**src/rtl/lsu_mem_ctrl.sv**
```systemverilog
// Load/store controller in front of the data memory: validates one request at a time,
// issues a single synchronous memory access and returns a registered completion pulse.
module lsu_mem_ctrl #(
  parameter int unsigned MEM_WORDS = 64,
  parameter int unsigned CNT_W     = 16
) (
  input  logic             clk,
  input  logic             rst_n,
  input  logic             req_valid,
  output logic             req_ready,
  input  logic             req_is_store,
  input  logic [2:0]       req_funct3,
  input  logic [31:0]      req_addr,
  input  logic [31:0]      req_wdata,
  input  logic [4:0]       req_rd,
  output logic [31:0]      mem_addr,
  output logic [31:0]      mem_wdata,
  output logic             mem_read,
  output logic             mem_write,
  output logic [2:0]       mem_size,
  input  logic [31:0]      mem_rdata,
  output logic             done_valid,
  output logic             done_is_load,
  output logic [4:0]       done_rd,
  output logic [31:0]      done_data,
  output logic             err_misalign,
  output logic             err_bounds,
  output logic             err_illegal,
  output logic [CNT_W-1:0] load_cnt,
  output logic [CNT_W-1:0] store_cnt,
  output logic [CNT_W-1:0] err_cnt
);

  typedef enum logic [2:0] {StIdle, StCheck, StIssue, StCapture, StDone} state_e;

  state_e      state_q, state_d;
  logic        is_store_q;
  logic [2:0]  funct3_q;
  logic [31:0] addr_q, wdata_q;
  logic [4:0]  rd_q;
  // Error vector ordering: {illegal, misalign, bounds}
  logic [2:0]  err_q, err_d;
  logic [2:0]  size_d;
  logic        illegal, misalign, oob;

  logic [31:0] mem_addr_q, mem_wdata_q, done_data_q;
  logic [2:0]  mem_size_q;
  logic        done_is_load_q;
  logic [4:0]  done_rd_q;
  logic [CNT_W-1:0] load_cnt_q, store_cnt_q, err_cnt_q;

  function automatic logic [CNT_W-1:0] sat_inc(input logic [CNT_W-1:0] v);
    return (&v) ? v : v + CNT_W'(1);
  endfunction

  always_comb begin
    size_d  = 3'b000;
    illegal = 1'b0;
    if (is_store_q) begin
      case (funct3_q)
        3'b000:  size_d = 3'b001;
        3'b001:  size_d = 3'b010;
        3'b010:  size_d = 3'b011;
        default: illegal = 1'b1;
      endcase
    end else begin
      case (funct3_q)
        3'b000:  size_d = 3'b001;
        3'b001:  size_d = 3'b010;
        3'b010:  size_d = 3'b011;
        3'b100:  size_d = 3'b101;
        3'b101:  size_d = 3'b110;
        default: illegal = 1'b1;
      endcase
    end
    // Each memory entry holds one access, so every size needs word alignment.
    misalign = (addr_q[1:0] != 2'b00);
    oob      = ({2'b00, addr_q[31:2]} >= MEM_WORDS);
    if (illegal)       err_d = 3'b100;
    else if (misalign) err_d = 3'b010;
    else if (oob)      err_d = 3'b001;
    else               err_d = 3'b000;
  end

  always_comb begin
    state_d = state_q;
    unique case (state_q)
      StIdle:    if (req_valid) state_d = StCheck;
      StCheck:   state_d = (err_d != 3'b000) ? StDone : StIssue;
      StIssue:   state_d = is_store_q ? StDone : StCapture;
      StCapture: state_d = StDone;
      StDone:    state_d = StIdle;
      default:   state_d = StIdle;
    endcase
  end

  always_ff @(posedge clk or negedge rst_n) begin
    if (!rst_n) begin
      state_q    <= StIdle;
      is_store_q <= 1'b0;
      funct3_q   <= 3'b000;
      addr_q     <= '0;
      wdata_q    <= '0;
      rd_q       <= '0;
      err_q      <= 3'b000;
    end else begin
      state_q <= state_d;
      if (state_q == StIdle && req_valid) begin
        is_store_q <= req_is_store;
        funct3_q   <= req_funct3;
        addr_q     <= req_addr;
        wdata_q    <= req_wdata;
        rd_q       <= req_rd;
      end
      if (state_q == StCheck) err_q <= err_d;
    end
  end

  // Memory-side and completion registers; loaded only on the transitions that drive them.
  always_ff @(posedge clk or negedge rst_n) begin
    if (!rst_n) begin
      mem_addr_q     <= '0;
      mem_wdata_q    <= '0;
      mem_size_q     <= 3'b000;
      done_data_q    <= '0;
      done_is_load_q <= 1'b0;
      done_rd_q      <= '0;
      load_cnt_q     <= '0;
      store_cnt_q    <= '0;
      err_cnt_q      <= '0;
    end else begin
      unique case (state_q)
        StCheck: begin
          if (err_d == 3'b000) begin
            mem_addr_q  <= {2'b00, addr_q[31:2]};
            mem_size_q  <= size_d;
            mem_wdata_q <= wdata_q;
          end else begin
            done_data_q    <= '0;
            done_is_load_q <= ~is_store_q;
            done_rd_q      <= rd_q;
          end
        end
        StIssue: begin
          if (is_store_q) begin
            done_data_q    <= '0;
            done_is_load_q <= 1'b0;
            done_rd_q      <= rd_q;
          end
        end
        StCapture: begin
          // Memory already sign/zero extended the data.
          done_data_q    <= mem_rdata;
          done_is_load_q <= 1'b1;
          done_rd_q      <= rd_q;
        end
        StDone: begin
          if (err_q != 3'b000) err_cnt_q   <= sat_inc(err_cnt_q);
          else if (is_store_q) store_cnt_q <= sat_inc(store_cnt_q);
          else                 load_cnt_q  <= sat_inc(load_cnt_q);
        end
        default: ;
      endcase
    end
  end

  assign req_ready    = (state_q == StIdle);
  assign mem_read     = (state_q == StIssue) && !is_store_q;
  assign mem_write    = (state_q == StIssue) && is_store_q;
  assign mem_addr     = mem_addr_q;
  assign mem_wdata    = mem_wdata_q;
  assign mem_size     = mem_size_q;
  assign done_valid   = (state_q == StDone);
  assign done_is_load = done_is_load_q;
  assign done_rd      = done_rd_q;
  assign done_data    = done_data_q;
  assign err_illegal  = done_valid & err_q[2];
  assign err_misalign = done_valid & err_q[1];
  assign err_bounds   = done_valid & err_q[0];
  assign load_cnt     = load_cnt_q;
  assign store_cnt    = store_cnt_q;
  assign err_cnt      = err_cnt_q;

endmodule

```
**config.mk**
```make
export PLATFORM = sky130hd
export DESIGN_NAME = lsu_mem_ctrl
export DESIGN_NICKNAME = d
export VERILOG_FILES = /design/src/rtl/lsu_mem_ctrl.sv
export SDC_FILE = /design/constraint.sdc
export NUM_CORES = 1
export LEC_CHECK = 0
export CORE_UTILIZATION = 51
export CTS_CLUSTER_DIAMETER = 200
export DETAILED_ROUTE_END_ITERATION = 10
export GPL_TIMING_DRIVEN = 0
export PLACE_DENSITY_LB_ADDON = 0.08
export SYNTH_ARGS = -nofsm -noshare
export SYNTH_HDL_FRONTEND = slang
export SYNTH_SLANG_ARGS = --single-unit
```
**constraint.sdc**
```tcl
create_clock -name clk -period 3.5 [get_ports clk]
set_input_delay 0.35 -clock clk [delete_from_list [all_inputs] [get_ports clk]]
set_output_delay 0.35 -clock clk [all_outputs]
set_load 0.05 [all_outputs]
```
* Word-level counts from Yosys, hierarchy flattened
Cells that the tools add are included.
Operators by class: add/subtract/negate cells 3, magnitude comparators 1, reductions and logical operators 21, mux-type cells 22, bitwise logic cells 8, equal/unequal tests 11
Operators with widths (count):
- case mux 32 bit (3 select lines) | 1
- 2-to-1 mux 32 bit | 2
- adder 16 x 1 -> 16 bit, second input constant | 3
- AND reduction 16 bit | 3
- greater-or-equal comparator 30 x 7 -> 1 bit, second input constant | 1
- 2-to-1 mux 3 bit | 5
- case mux 3 bit (5 select lines) | 1
- case mux 5 bit (3 select lines) | 1
- case mux 3 bit (4 select lines) | 1
- 2-to-1 mux 5 bit | 2
- equality test 3 x 2 -> 1 bit, second input constant | 3
- equality test 3 bit, second input constant | 3
- zero test 3 bit | 3
- nonzero test 3 bit | 3
- AND reduction 4 bit | 2
- equality test 3 x 1 -> 1 bit, second input constant | 2
- 2-to-1 mux 1 bit | 6
- != test 2 bit, second input constant | 3
- case mux 2 bit (3 select lines) | 1
- AND reduction 3 bit | 2
- NOT 1 bit | 5
- OR reduction 5 bit | 1
- AND 1 bit | 3
- logical AND 1 bit | 3
- 6 further kinds | 6
Storage, ports and cells: word-level logic and storage cells 82, register bits 230

* Logic depth before layout (Yosys ltp)
Gate-level depths: netlist of run 1.
word-level depth 8, depth in mapped cells 8

* Worst setup path after synthesis of run 1
No wires, ideal clock.
kind register to register, from register state_q[0], to register addr_q[0], setup slack 0.705 ns, stages on the path, launching flop included 6, setup time 0.125 ns, data arrival time 2.670 ns, data required time 3.375 ns, cells stage by stage dfrtp_1 > nor3_1 > and2_1 > clkbuf_1 > buf_2 > mux2_2
On the way: word-level cells in the longest chain between the ends 2
Ends and longest elaborated chain:
- start: declaration | RTL line 36 | state_e state_q, state_d;
- start signal: assignment | RTL line 99 | state_q <= StIdle;
- start signal: assignment | RTL line 107 | state_q <= state_d;
- zero test 3 bit
- via req_ready | RTL line 10 | output logic req_ready,
- logical AND 1 bit | RTL line 108 | if (state_q == StIdle && req_valid) begin
- end signal: assignment | RTL line 111 | addr_q <= req_addr;
- end: declaration | RTL line 39 | logic [31:0] addr_q, wdata_q;
The timed path passes the listed nets, and every way through them passes these cells. A chain may end at the register's enable or synchronous reset.

* Final worst setup path of run 1
from register state_q[1], to output mem_read
On the way: word-level cells in the longest chain between the ends 2
Ends and longest elaborated chain:
- equality test 3 x 2 -> 1 bit | RTL line 168 | assign mem_read = (state_q == StIssue) && !is_store_q;
- logical AND 1 bit | RTL line 168
- end: declaration | RTL line 18 | output logic mem_read,
No other way between the ends.

==> results of run 1 <==
registers in the layout (all words and copies together), names as in the netlist, 3 cells and up:
signal     count
mem_size       3
done_rd        5
rd_q           5
done_data     32
err_q          3
wdata_q       32
mem_wdata     32
err_cnt       16
addr_q        32
load_cnt      16
mem_addr      30
store_cnt     16
state_q        3
funct3_q       3
cell usage in the layout (no fill, tap or decap), types with 3 or more instances in the layout:
master           synthesis  routed
xnor2_1                 24      24
nor2_1                  14      14
ha_1                     3       3
inv_1                    9       9
buf_2                   11      11
nand4_1                 14      14
and2_1                   6       6
a22o_1                  32      32
nand3_1                 14      14
clkbuf_1                 7      12
and4_1                   3       3
nor3_1                   7       7
nor4_1                   7       7
buf_4                    4       4
clkbuf_16                0      25
xor2_1                  16      16
clkbuf_8                 0       5
o31ai_1                  3       3
bufinv_16                0       4
dfrtp_1                230     230
and3_1                  11      11
clkdlybuf4s50_1          0     264
o21ai_0                  4       4
mux2_2                 123     123
nor2b_1                 25      25
nand2_1                 20      20
clkinv_2                 0       4
a21oi_1                  4       4
kinds of logic (layout without fill, tap and decap cells):
logic type | Yosys count | after routing | share of synthesized area, %
buf+inv | 36 | 347 | 2.00
other cells | 1 | 2 | 0.0417
mux | 124 | 124 | 15.5
compound gates | 53 | 53 | 4.80
flops | 230 | 230 | 64.0
xor+xnor | 40 | 40 | 3.90
fa+ha+maj | 3 | 3 | 0.418
simple gates | 140 | 140 | 9.26
power by group:
group / internal, mW / switching, mW
logic: 0.610 / 0.733
clock network: 1.70 / 0.997
registers: 2.99 / 0.223
total: 5.30 / 1.95
path summary, 6_finish.rpt:
kind | startpoint | end | slack (ns) | cells past startpoint
worst min register to register | store_cnt[9]$_DFFE_PN0P_ | store_cnt[9]$_DFFE_PN0P_ | 0.49 | 1
worst min-delay path | rst_n | store_cnt[9]$_DFFE_PN0P_ | 0.39 | 2
max in group asynchronous | rst_n | wdata_q[20]$_DFFE_PN0P_ | 2.32 | 3
worst max register to register | addr_q[9]$_DFFE_PN0P_ | mem_size[1]$_DFFE_PN0P_ | 0.91 | 5
worst max-delay path | state_q[1]$_DFFE_PN0P_ | mem_read | 0.66 | 3
min in group clk | mem_rdata[7] | done_data[7]$_DFFE_PN0P_ | 0.45 | 2
per-layer routing:
metal / vias to the layer above / wire, um
met2: 172 / 10600
met5: - / 0
met3: 37 / 1400
li1: 2804 / -
met4: 0 / 518
met1: 3062 / 8110
critical path: cells and delay by family, from the launching register on:
kind | cells | cell delay, ns
buffers and inverters | 1 | 0.93
and+or+nand+nor | 2 | 0.66
DFF | 1 | 0.39
repair_timing:
action | 4_1_cts | 5_1_grt
hold endpoints to repair | 65 | 0
resized for setup | 0 | 0
hold buffers | 1 | 0
through the flow:
stage	hold WS [ns]	total power [mW]	setup TNS (ns)	worst slack, ns	util, %
after floorplan	0.0544	4.05	0	0.705	-
after global placement	0.476	4.54	-1570.11	-6.84	69.2
after detailed placement	0.326	4.62	0	0.903	69.5
after CTS	0.393	7.34	0	0.616	74.5
after global routing	0.425	7.57	0	0.516	74.5
final	0.387	7.25	0	0.658	74.5
cell type report:
cell class / count / area, sq um
Multi-Input combinational cell: 362 / 3050
Buffer: 26 / 143
Sequential cell: 230 / 5760
Inverter: 10 / 37.5
Clock inverter: 8 / 140
Fill cell: 1084 / 4390
Timing Repair Buffer: 268 / 2720
Tap cell: 225 / 282
Clock buffer: 35 / 713
==> impl_metrics.ini, run 1 <==
[run_status]
outcome = finished clean

[setup_path]
max_stage_delay_ns = 0.93
start_kind = register
required_ns = 3.15
path_max_fanout = 5
slowest_stage = clkdlybuf4s50_1
crit_type = reg -> out
crit_chain = nor2b_1 > nor3b_1 > clkdlybuf4s50_1
arrival_ns = 2.49
end_kind = primary output

[synth]
syn-mean-instance-area_sq_um = 14.3
syn_inst = 627
yosys.area.top_type = dfrtp_1
synth_edf_count = 0
yosysWarningCount = 0
ys.flop_type = dfrtp_1
synth_cell_types = 50
synth_area_leaders = dfrtp_1 64%, mux2_2 15%, a22o_1 3.1%
synth_most_common_cell = dfrtp_1
postSynth.asyncResetShare_pct = 100
synth_top_cell_area_share_pct = 64.0
synth_commonest_cells = 230 x dfrtp_1, 123 x mux2_2, 32 x a22o_1
ys_seq_area_share_pct = 64.0
ys_ff_latch = 230
synthesis.area_sq_um = 8990

[final_layout]
fin_cells = 1164
stdcell_area_sq_um = 12800
drive_gt1_share_pct = 20.8
n_antenna_cell = 0
syn2layout_area_growth_pct = 43.0
layout.nets = 1033

[floorplan]
dieArea_sq_um = 18200
start_util_pct = 52.1
die_x_um = 135
ios = 268
die_h_um = 135
core_sq_um = 17200
rows = 48

[route]
wl_per_cell_um = 17.7
drtPass1Iterations = 4
drt-initial-drc-count = 179
vias_per_cell = 5.22
drtAntennaViolNets = 0
wirelength_um = 20600
vias = 6075
drc = 0

[timing]
final_hold_viol_count = 0
clock_skew_ns = 0.00799
rsz0062_at_grt = no
finalCriticalPeriod_ns = 2.84
finalCritPeriodShare_pct = 81.2
relSlewSlack_pct = 41.3
fmax_mhz = 352
slew_viol_final = 0
tightest_slew_ns = 0.873
setup_viol_count_final = 0

[clock_tree]
root_buffer = clkbuf_16
cts.sinks = 230
cts_buffers = 24
cts_tree = built
cts.clk_slew.worst_paths_ns = 0.06
post_cts_buffers = 0
cts_buffer_depth = 3
cts-htree-levels = 1
clkLatencyLatePin_ns = 0.50

[hold_path]
hp-class = in -> async

[global_routing]
grt.busiest_layer = met2
grtUsageMet2_pct = 39.9
grt_max_degree = 89
grt_util_all_layers_pct = 22.8
grt_pass1_vias = 6415
antenna_found_initial = 0
use_met3_pct = 6.34
met1_usage_pct = 27.5
grt_overflow = 0
grt_pass1_wl_um = 32600

[placement]
hpwlAfterDp_um = 15000
dp.cells = 1120
placed_area_sq_um = 12000
globalplace.congestion = 0.833
portBuffers = 265

[flow_run]
cap_violations = 0

[pwr]
peakVddDrop_mv = 0.488
powerDensity_nw_per_um2 = 565
leakage_nw = 5.77
(Power assumes the default switching activity.)
==> inputs of run 2 (changes only) <==
CORE_UTILIZATION = 47   (was 51)
clock period = 3 ns   (was 3.5 ns; I/O delays follow)
==> run 2 against run 1 <==
Global-route usage decreased by 1.9 points. Non-clock buffer count did not move. First-iteration DRC count shrank 2.8%. Core utilization decreased by 6.2 points. Via count increased by 0.36%. Routed wire length decreased by 0.28%. Worst hold slack got worse by 0.086 ns. Design area decreased by 0.44%. Largest power group unchanged.
==> impl_metrics.ini, run 2 (synthesis results as in run 1) <==
[timing]
clock_skew_ns = 0.0120
finalCritPeriodShare_pct = 92.6
setup_slack_ns = 0.221
final_hold_viol_count = 0
tightest_slew_ns = 0.787
finalCriticalPeriod_ns = 2.78
relSlewSlack_pct = 47.1
rsz0062_at_grt = no
setup_viol_count_final = 0
fmax_mhz = 360
fin_setup_tns_ns = 0
slew_viol_final = 0

[global_routing]
grt_pass1_vias = 6233
grt_util_all_layers_pct = 20.9
antenna_found_initial = 0
grt_max_degree = 95
grt_overflow = 0
grt_pass1_wl_um = 32600

[clock_tree]
post_cts_buffers = 0
cts-htree-levels = 1
cts_tree = built
cts.sinks = 230
cts.clk_slew.worst_paths_ns = 0.06
cts_buffer_depth = 3
root_buffer = clkbuf_16
cts_buffers = 24
clkLatencyLatePin_ns = 0.51

[route]
wirelength_um = 20600
vias = 6097
drtPass1Iterations = 4
vias_per_cell = 5.21
drtAntennaViolNets = 0
drc = 0
drt-initial-drc-count = 174
wl_per_cell_um = 17.6

[placement]
portBuffers = 265
place_ws_ns = 0.393
hpwlAfterDp_um = 14800
dp.cells = 1129
globalplace.congestion = 0.804

[floorplan]
dieArea_sq_um = 19700
start_util_pct = 48.0
ios = 268
die_h_um = 140
core_sq_um = 18700
rows = 50
die_x_um = 140

[hold_path]
hp-class = in -> async

[setup_path]
max_stage_delay_ns = 0.81
path_delay_family = buffers and inverters
required_ns = 2.70
slowest_stage = clkdlybuf4s50_1
arrival_ns = 2.48
crit_buf_inv = 2
crit_chain = or3b_4 > inv_2 > and2_1 > clkdlybuf4s50_1
start_kind = register
end_kind = primary output
crit_type = reg -> out
path_max_fanout = 7

[pwr]
powerDensity_nw_per_um2 = 644
peakVddDrop_mv = 0.436
leakage_nw = 5.74

[final_layout]
layout_commonest_cell = clkdlybuf4s50_1
drive_gt1_share_pct = 20.6
fin_cells = 1171
syn2layout_area_growth_pct = 42.3
layout.nets = 1033
n_antenna_cell = 0
final_cell_mix = 264 x clkdlybuf4s50_1, 230 x dfrtp_1, 123 x mux2_2

[flow_run]
cap_violations = 0

[run_status]
outcome = finished clean
## run 2: cell count changes in the layout (fill, tap and decap cells not counted)
cell and delta:
clkinv_2 -1, clkbuf_8 +2, bufinv_16 -3
## run 2: final cells by class
cell class / count / area, sq um
buffer: 26 / 143
clock buffer: 37 / 741
clock inverter: 4 / 45.0
fill: 1348 / 5910
inverter: 10 / 37.5
multi-input combinational: 362 / 3050
sequential: 230 / 5760
tap: 234 / 293
timing repair buffer: 268 / 2720
## run 2: final timing paths
kind / endpoint / cells after the start / from / slack [ns]
min in group clk: wdata_q[18]$_DFFE_PN0P_ / 2 / req_wdata[18] / 0.39
max in group asynchronous: mem_addr[19]$_DFFE_PN0P_ / 3 / rst_n / 1.88
worst max register to register: mem_addr[5]$_DFFE_PN0P_ / 6 / addr_q[9]$_DFFE_PN0P_ / 0.48
worst max-delay path: err_bounds / 4 / state_q[0]$_DFFE_PN0P_ / 0.22
worst min-delay path: store_cnt[7]$_DFFE_PN0P_ / 2 / rst_n / 0.30
worst min register to register: store_cnt[9]$_DFFE_PN0P_ / 1 / store_cnt[9]$_DFFE_PN0P_ / 0.49
## run 2: routing by layer
layer	up-vias	GRT usage, %	wire length (um)
met1	3047	25.0	8170
met2	199	35.2	10200
li1	2802	-	-
met5	-	0	0
met4	0	9.08	739
met3	49	6.09	1490
## run 2: report_power, final
part           internal, mW  switching [mW]
Clock                  1.77            1.16
Combinational         0.711           0.847
Sequential             3.49           0.264
Total                  5.97            2.27
## run 2: per-stage QoR
step                      total power, mW  utilization, %  hold slack, ns  cell area (sq um)
final                                8.24            68.4           0.301              12800
after global routing                 8.58            68.4           0.334              12800
after CTS                            8.35            68.4           0.302              12800
after detailed placement             5.38            64.1           0.249              12000
after global placement               5.30            63.8           0.478              11900
after floorplan                      4.73               -         0.00441               8990
## run 2: worst register-to-register path, cell delays in order (launching register included)
cell     delay (ns)
dfrtp_1        0.38
nor4_1         0.40
nand4_1        0.26
nor4_4         0.55
buf_4          0.30
buf_6          0.18
mux2_2         0.35
## run 2: timing repair
action                    4_1_cts  5_1_grt
gates resized for setup         0        0
hold buffers                    1        0
hold endpoints to repair       53        0
==> inputs of run 3 (changes only) <==
CELL_PAD_IN_SITES_DETAIL_PLACEMENT = 0   (was unset)
CELL_PAD_IN_SITES_GLOBAL_PLACEMENT = 1   (was unset)
CORE_UTILIZATION = 41   (was 47)
GPL_ROUTABILITY_DRIVEN = 0   (was unset)
clock period = 3.3 ns   (was 3 ns; I/O delays follow)
==> run 3 against run 2 <==
Clock power fell by 1%. Worst hold slack gained 0.11 ns. Combinational power down 9%. Register-to-register slack gained 0.25 ns.
==> impl_metrics.ini, run 3 (synthesis results as in run 1) <==
[timing]
relSlewSlack_pct = 37.0
rsz0062_at_grt = no
fmax_mhz = 353
slew_viol_final = 0
finalCritPeriodShare_pct = 85.7
fin_setup_tns_ns = 0
final_hold_viol_count = 0
tightest_slew_ns = 0.945
finalCriticalPeriod_ns = 2.83
setup_viol_count_final = 0
clock_skew_ns = 0.00900

[floorplan]
rows = 53
die_h_um = 150
ios = 268
core_sq_um = 21300
start_util_pct = 42.2
dieArea_sq_um = 22500
die_x_um = 150

[global_routing]
met1_usage_pct = 23.2
grt_util_all_layers_pct = 19.1
grt_overflow = 0
grt_pass1_wl_um = 33600
antenna_found_initial = 1
grt_max_degree = 128
grtUsageMet2_pct = 32.6
grt.busiest_layer = met2
grt_pass1_vias = 6395
use_met3_pct = 5.49

[setup_path]
end_kind = primary output
crit_type = reg -> out
arrival_ns = 2.50
required_ns = 2.97
start_kind = register
path_max_fanout = 7

[clock_tree]
cts_buffers = 26
post_cts_buffers = 0
root_buffer = clkbuf_16
cts.sinks = 230
clkLatencyLatePin_ns = 0.53
post_cts_resized = 0
cts-htree-levels = 1
holdBufCountCts = 1
cts_buffer_depth = 3
cts.clk_slew.worst_paths_ns = 0.06
cts_tree = built

[route]
vias = 6100
wl_per_cell_um = 17.6
wirelength_um = 21400
drtAntennaViolNets = 0
drtPass1Iterations = 4
drc = 0
drt-initial-drc-count = 186
vias_per_cell = 5.01

[run_status]
outcome = finished clean

[final_layout]
layout.nets = 1034
fin_cells = 1217
final_cell_mix = 264 x clkdlybuf4s50_1, 230 x dfrtp_1, 123 x mux2_2
drive_gt1_share_pct = 20.4
syn2layout_area_growth_pct = 43.6
layout_commonest_cell = clkdlybuf4s50_1

[placement]
dp.cells = 1169
hpwlAfterDp_um = 15400
portBuffers = 265

[flow_run]
cap_violations = 0

[pwr]
powerDensity_nw_per_um2 = 598
peakVddDrop_mv = 0.514
finalPower_mw = 7.72
leakage_nw = 5.76

[hold_path]
hp-class = in -> reg
-- run 3: changes by cell type in the layout (fill, tap and decap cells not counted), sizes merged --
cell,previous run,this run
clkinv,3,1
diode,0,1
buf,21,20
clkbuf,45,51
bufinv,1,2
-- run 3: worst max-delay path, stage by stage, from the launching register on --
cell             delay, ns
dfrtp_1               0.43
or3b_4                0.44
inv_2                 0.12
and2_1                0.16
clkdlybuf4s50_1       0.82
-- run 3: area by class of cell --
type | instances | area [sq um]
Clock buffer | 43 | 785
Tap cell | 275 | 344
Multi-Input combinational cell | 362 | 3050
Inverter | 10 | 37.5
Sequential cell | 230 | 5760
Buffer | 26 | 143
Timing Repair Buffer | 267 | 2700
Fill cell | 1681 | 8380
Clock inverter | 3 | 90.1
Antenna cell | 1 | 2.50
-- run 3: metrics by stage --
| stage | area (sq um) | hold WS [ns] | setup WS, ns | util (%) |
|---|---|---|---|---|
| 2_1_floorplan | 8990 | 0.0344 | 0.505 | - |
| 3_3_place_gp | 12000 | 0.473 | -7.31 | 56.3 |
| 3_5_place_dp | 12000 | 0.487 | 0.702 | 56.5 |
| 4_1_cts | 12900 | 0.388 | 0.448 | 60.6 |
| 5_1_grt | 12900 | 0.393 | 0.362 | 60.6 |
| 6_report | 12900 | 0.407 | 0.471 | 60.6 |
-- run 3: power by group --
group	leakage (nW)	internal, mW	switching (mW)
sequential	3.01	3.17	0.242
clock	0.422	1.77	1.11
combinational	2.33	0.643	0.773
-- run 3: path summary, 6_finish.rpt --
check,cells after the start,to,from,slack [ns]
min,2,done_data[5]$_DFFE_PN0P_,mem_rdata[5],0.41
max reg2reg,6,mem_addr[0]$_DFFE_PN0P_,addr_q[9]$_DFFE_PN0P_,0.73
min reg2reg,1,mem_wdata[6]$_DFFE_PN0P_,wdata_q[6]$_DFFE_PN0P_,0.49
min in group asynchronous,2,store_cnt[14]$_DFFE_PN0P_,rst_n,0.51
max in group asynchronous,3,mem_wdata[20]$_DFFE_PN0P_,rst_n,1.76
max,4,err_bounds,state_q[0]$_DFFE_PN0P_,0.47
-- run 3: metal layers --
metal | wire length [um] | up-vias
met1 | 8530 | 3072
met4 | 680 | 2
met3 | 1430 | 41
met2 | 10700 | 180
met5 | 31 | -
li1 | - | 2805
